$ cat src/rtl/vga_pixel_if.sv
// rtl/vga_pixel_if.sv - cell inputs, timing inputs and RGB/sync outputs of the pixel serializer
interface vga_pixel_if;
  logic [7:0] vdata;
  logic [7:0] fdata;
  logic       pload_n;
  logic       shload_n;
  logic       blank_in;
  logic       hsync_in_n;
  logic       vsync_in_n;
  logic [1:0] red;
  logic [1:0] green;
  logic [1:0] blue;
  logic       hsync_n;
  logic       vsync_n;

  modport master (
    output vdata, fdata, pload_n, shload_n, blank_in, hsync_in_n, vsync_in_n,
    input  red, green, blue, hsync_n, vsync_n
  );

  modport slave (
    input  vdata, fdata, pload_n, shload_n, blank_in, hsync_in_n, vsync_in_n,
    output red, green, blue, hsync_n, vsync_n
  );
endinterface

$ cat src/rtl/vga_pixel.sv
// rtl/vga_pixel.sv - VGA pixel serializer: font shift, IRGB colour map, sync delay
// Optional attribute blink enabled by defining VGA_BLINK_EN.
module vga_pixel #(
  parameter int SYNC_DLY   = 2,
  parameter int BLINK_LOG2 = 4
) (
  input logic         pclk,
  input logic         rst_n,
  vga_pixel_if.slave  bus
);

  logic [7:0]          shreg;
  logic [7:0]          attr_pend;
  logic [7:0]          attr_act;
  logic [SYNC_DLY-1:0] blank_dly;
  logic [SYNC_DLY-1:0] hs_dly;
  logic [SYNC_DLY-1:0] vs_dly;
  logic [3:0]          fg;
  logic [3:0]          bg;
  logic [3:0]          irgb;
  logic [5:0]          rgb_map;

  always_ff @(posedge pclk or negedge rst_n) begin
    if (!rst_n) begin
      attr_pend <= 8'h00;
    end else if (!bus.pload_n) begin
      attr_pend <= bus.vdata;
    end
  end

  // attr_act takes the pre-edge attr_pend, so a same-edge pload never bypasses into the cell
  always_ff @(posedge pclk or negedge rst_n) begin
    if (!rst_n) begin
      shreg    <= 8'h00;
      attr_act <= 8'h00;
    end else if (!bus.shload_n) begin
      shreg    <= bus.fdata;
      attr_act <= attr_pend;
    end else begin
      shreg    <= {shreg[6:0], 1'b0};
    end
  end

  always_ff @(posedge pclk or negedge rst_n) begin
    if (!rst_n) begin
      blank_dly <= '1;
      hs_dly    <= '1;
      vs_dly    <= '1;
    end else begin
      blank_dly <= {blank_dly[SYNC_DLY-2:0], bus.blank_in};
      hs_dly    <= {hs_dly[SYNC_DLY-2:0], bus.hsync_in_n};
      vs_dly    <= {vs_dly[SYNC_DLY-2:0], bus.vsync_in_n};
    end
  end

`ifdef VGA_BLINK_EN
  logic                vs_prev;
  logic [BLINK_LOG2:0] frame_cnt;
  logic                blink_phase;

  always_ff @(posedge pclk or negedge rst_n) begin
    if (!rst_n) begin
      vs_prev   <= 1'b1;
      frame_cnt <= '0;
    end else begin
      vs_prev <= bus.vsync_in_n;
      if (vs_prev && !bus.vsync_in_n) begin
        frame_cnt <= frame_cnt + 1'b1;
      end
    end
  end

  assign blink_phase = frame_cnt[BLINK_LOG2];

  always_comb begin
    bg = {1'b0, attr_act[6:4]};
    fg = attr_act[3:0];
    if (attr_act[7] && blink_phase) begin
      fg = bg;
    end
  end
`else
  always_comb begin
    bg = attr_act[7:4];
    fg = attr_act[3:0];
  end
`endif

  assign irgb = shreg[7] ? fg : bg;

  // Intensity alone would be black under {C, C&I}; it is shown as dark grey instead
  always_comb begin
    rgb_map = {irgb[2], irgb[2] & irgb[3],
               irgb[1], irgb[1] & irgb[3],
               irgb[0], irgb[0] & irgb[3]};
    if (irgb == 4'b1000) begin
      rgb_map = 6'b01_01_01;
    end
  end

  // Blank is tapped one stage early so it meets the registered pixel on the same edge as the syncs
  always_ff @(posedge pclk or negedge rst_n) begin
    if (!rst_n) begin
      bus.red   <= 2'b00;
      bus.green <= 2'b00;
      bus.blue  <= 2'b00;
    end else if (blank_dly[SYNC_DLY-2]) begin
      bus.red   <= 2'b00;
      bus.green <= 2'b00;
      bus.blue  <= 2'b00;
    end else begin
      bus.red   <= rgb_map[5:4];
      bus.green <= rgb_map[3:2];
      bus.blue  <= rgb_map[1:0];
    end
  end

  assign bus.hsync_n = hs_dly[SYNC_DLY-1];
  assign bus.vsync_n = vs_dly[SYNC_DLY-1];

endmodule

$ cat src/flat_wrapper.sv
// flat-port wrapper written by rule: the top's interface ports become plain ports
module vga_pixel_flat 
#(
  parameter int SYNC_DLY   = 2,
  parameter int BLINK_LOG2 = 4
)
  (pclk, rst_n, bus_vdata, bus_fdata, bus_pload_n, bus_shload_n, bus_blank_in, bus_hsync_in_n, bus_vsync_in_n, bus_red, bus_green, bus_blue, bus_hsync_n, bus_vsync_n);
  vga_pixel_if bus_i ();
  input logic pclk;
  input logic rst_n;
  input wire logic [$bits(bus_i.vdata)-1:0] bus_vdata;
  input wire logic [$bits(bus_i.fdata)-1:0] bus_fdata;
  input wire logic [$bits(bus_i.pload_n)-1:0] bus_pload_n;
  input wire logic [$bits(bus_i.shload_n)-1:0] bus_shload_n;
  input wire logic [$bits(bus_i.blank_in)-1:0] bus_blank_in;
  input wire logic [$bits(bus_i.hsync_in_n)-1:0] bus_hsync_in_n;
  input wire logic [$bits(bus_i.vsync_in_n)-1:0] bus_vsync_in_n;
  output wire logic [$bits(bus_i.red)-1:0] bus_red;
  output wire logic [$bits(bus_i.green)-1:0] bus_green;
  output wire logic [$bits(bus_i.blue)-1:0] bus_blue;
  output wire logic [$bits(bus_i.hsync_n)-1:0] bus_hsync_n;
  output wire logic [$bits(bus_i.vsync_n)-1:0] bus_vsync_n;
  assign bus_i.vdata = bus_vdata;
  assign bus_i.fdata = bus_fdata;
  assign bus_i.pload_n = bus_pload_n;
  assign bus_i.shload_n = bus_shload_n;
  assign bus_i.blank_in = bus_blank_in;
  assign bus_i.hsync_in_n = bus_hsync_in_n;
  assign bus_i.vsync_in_n = bus_vsync_in_n;
  assign bus_red = bus_i.red;
  assign bus_green = bus_i.green;
  assign bus_blue = bus_i.blue;
  assign bus_hsync_n = bus_i.hsync_n;
  assign bus_vsync_n = bus_i.vsync_n;
  vga_pixel #(.SYNC_DLY(SYNC_DLY), .BLINK_LOG2(BLINK_LOG2)) u_core (.pclk(pclk), .rst_n(rst_n), .bus(bus_i));
endmodule
$ cat config.mk
export PLATFORM = sky130hd
export DESIGN_NAME = vga_pixel_flat
export DESIGN_NICKNAME = d
export VERILOG_FILES = /design/src/rtl/vga_pixel_if.sv /design/src/rtl/vga_pixel.sv /design/src/flat_wrapper.sv
export SDC_FILE = /design/constraint.sdc
export NUM_CORES = 1
export LEC_CHECK = 0
export ABC_AREA = 1
export BUFFER_PORTS_ARGS = -buffer_cell sky130_fd_sc_hd__buf_2
export CAP_MARGIN = 5
export CORE_MARGIN = 5
export CORE_UTILIZATION = 55
export CTS_CLUSTER_DIAMETER = 60
export DETAILED_ROUTE_END_ITERATION = 16
export PLACE_DENSITY = 0.89
export SYNTH_ARGS = -nofsm -noshare
export SYNTH_HDL_FRONTEND = slang
export SYNTH_SLANG_ARGS = --single-unit
$ cat constraint.sdc
create_clock -name pclk -period 1.4 [get_ports pclk]
set_input_delay 0 -clock pclk [delete_from_list [all_inputs] [get_ports pclk]]
set_output_delay 0 -clock pclk [all_outputs]
set_load 0.03 [all_outputs]
==> results.md <==
* Outcome: finished, final reports clean
* Origin of the worst min-delay path: bus_pload_n
* Area taken by flip-flops and latches at 882 µm²
* Net switching power of the design at 0.520 mW
* Post-DR vias/cell at 4.76
* TritonCTS clock tree: done
* Maximum fanout encountered on the critical timing path at 2
* Worst clock skew on the final layout at 0.0117 ns
* Fraction of final layout cells sized beyond drive strength 1 at 0.340
* Post-synthesis average cell area at 12.3 µm²
* Library cell occupying the most area in the post-synthesis netlist: dfrtp_1
* HPWL reported at the end of detailed placement at 1580 µm
* Worst Hold Path EP: u_core.attr_pend[2]
* First-pass iteration count of the detailed router at 4
* Gr ovfl total at 0
* Accumulated negative setup slack at 0 ns
* Seq cells post-synth at 35
* Data arrival time at the worst-slack endpoint at 1.40 ns
* Max_slew headroom at 0.510
* Multi-input logic area at 335 µm²
* # hold bufs at CTS at 22
* Data required time of the worst path at 1.62 ns
* Endpoint class of the critical path: flop
* Proportion of synthesized chip area in sequential cells at 0.679
* Postcts setup bufs at 0
* Number of different library cells in the post-synthesis netlist at 13
* Top post-synthesis cells by area: dfrtp_1 (58%), dfstp_2 (10%), mux2_2 (8.7%)
* Power density over the cells at 1170 nW/µm²
* Average wire per standard cell at 12.6 µm
* Number of design-rule violations left by the first detailed-router iteration at 7
* Capture point of the worst reg-to-reg path: u_core.attr_pend[3]
* Die outline area at 3430 µm²
* Clock-pin slew on the worst setup and hold paths at 0.10 ns
* Most used cells in the layout excluding fill and tap cells: buf_2 (30), dfrtp_1 (30), dlygate4sd3_1 (22)
* Die W at 58.6 µm
* Post-Syn Area at 1300 µm²
* Beginning of the worst register-to-register path: u_core.attr_pend[3]
* Cell Rows at 17
* Post-CTS sizing at 0
* Total of endpoints with negative setup slack in the final report at 0
* Deepest level of the CTS H-tree at 2
* Number of port buffers at 30
* Vertical extent of the die at 58.6 µm
* Cell Int Power at 1.51 mW
* Mapped Nets at 129
* Number of DRC violations after detailed routing at 0
* Depth of the worst hold-timing path at 2
* Net switching share of the total power at 0.257
* Number of violations of the max-capacitance limit at 0
* Maximum number of pins on one net before global-route repair at 36
* Gr usage total at 0.162
* Leakage power at 0.877 nW
* Final WL at 2400 µm
* Clock sink count at 35
* Core region area at 2230 µm²
* Net count, final at 184
* Global-route wire length before repair at 4060 µm
* Start point of the critical path: u_core.attr_pend[3]
* Vias in the first global route at 943
* Critical path launch point type: flop
* Part of the cycle the worst path needs at 0.845
* Area share of the leading cell type in the synthesized netlist at 0.578
* Combinational share of power at 0.162
* Maximum resistive drop on vdd at 831 µV
* Final count of hold timing violations at 0
* Path class of the lowest-slack min-delay path: input pin to flop
* Synth warnings at 0
* Cell at the root of the clock tree: clkbuf_4
* Proportion of power drawn by flip-flops and latches at 0.566
* Starting Density at 0.582
* F_max at 0.846 GHz
* Ports placed on the boundary at 31
* Clock Latency Late Sink at 0.33 ns
* Area growth syn-to-layout at 33.0%
* Category of the critical setup timing path: flop to flop
* Via count at 905
* Shortest clock period the worst path allows after layout at 1.18 ns
* Total Power at 2.03 mW
* Post-route antenna net violation count at 0
* Register-to-register path setup slack at 0.22 ns
* Number of inserted filler cells in the final layout at 145
* Number of antenna violations at the first check in global routing at 0
* Slew @ Worst Pin at 0.735 ns
* Max Buffers Root-to-Sink at 2
* R2R depth at 3
* Share of total power in the clock network at 0.272
* Diode count at 0
* Number of buffers added by the clock tree synthesis step at 5
* Post-Synthesis Cells at 106
* Final Wtd Congestion at 0.809
* RSZ-0062 raised after global routing: false
* Final Max Slew Viols at 0
* Final hold slack at 0.0644 ns
[synth_stat cells]
library cell / number
dfrtp_1: 30
nand2_1: 14
nor2_1: 14
inv_1: 12
a21oi_1: 11
mux2_2: 10
dfstp_2: 5
mux2_4: 3
buf_2: 2
o21ai_0: 2
a21o_1: 1
buf_6: 1
buf_8: 1
[registers in the layout, indices dropped and copies added (netlist names)]
| register | cells |
|---|---|
| u_core.bus.red | 2 |
| u_core.attr_pend | 8 |
| u_core.bus.green | 2 |
| u_core.blank_dly | 1 |
| u_core.vs_dly | 2 |
| u_core.shreg | 8 |
| u_core.hs_dly | 2 |
| u_core.bus.blue | 2 |
| u_core.attr_act | 8 |
[metrics by stage]
step / area [µm²] / std cells / setup WS [ns] / util
finish: 1730 / 190 / 0.218 / 0.774
global route: 1730 / 190 / 0.147 / 0.774
CTS: 1730 / 190 / 0.237 / 0.774
detailed placement: 1450 / 160 / 0.346 / 0.648
global placement: 1450 / 160 / 0.446 / 0.648
floorplan: 1300 / 106 / 0.466 / -
[critical path, stage by stage (launching register included)]
cell	delay, ns
dfrtp_1	0.38
inv_1	0.07
a21oi_1	0.06
dlygate4sd3_1	0.56
[kinds of logic (layout without fill, tap and decap cells)]
| family | count (synthesis) | count (layout) | synth area share |
|---|---|---|---|
| mux | 13 | 13 | 0.121 |
| simple gates | 28 | 28 | 0.0809 |
| flops | 35 | 35 | 0.679 |
| buf+inv | 16 | 72 | 0.0626 |
| compound gates | 14 | 14 | 0.0559 |
[routing by layer]
layer,up-vias,GRT usage,share of wire
met1,429,0.177,0.37
met4,0,0.0583,0.0079
met3,2,0.0614,0.075
met5,-,0,0
met2,28,0.287,0.55
li1,446,-,-
[area by class of cell]
cell class | instances | area share
clock buffer | 7 | 0.0319
clock inverter | 1 | 0.00290
inverter | 12 | 0.0261
multi-input combinational | 55 | 0.194
sequential | 35 | 0.510
tap | 28 | 0.0203
timing repair buffer | 52 | 0.214
[how the worst max path moves through the flow]
| stage | end | cells after the start |
|---|---|---|
| floorplan | u_core.bus.green[0] | 6 |
| global placement | u_core.bus.green[0] | 6 |
| detailed placement | u_core.bus.green[0] | 6 |
| CTS | u_core.attr_pend[3] | 3 |
| global route | u_core.attr_pend[3] | 3 |
| finish | u_core.attr_pend[3] | 3 |
[power by group through the flow]
stage                     combinational, mW  sequential, mW  clock [mW]
after detailed placement              0.279            1.17           0
after global placement                0.264            1.16           0
after global routing                  0.364            1.16       0.609
after floorplan                       0.145            1.20           0
after CTS                             0.330            1.15       0.565
final                                 0.328            1.15       0.551
No activity file was read; power rests on OpenSTA's default activity.
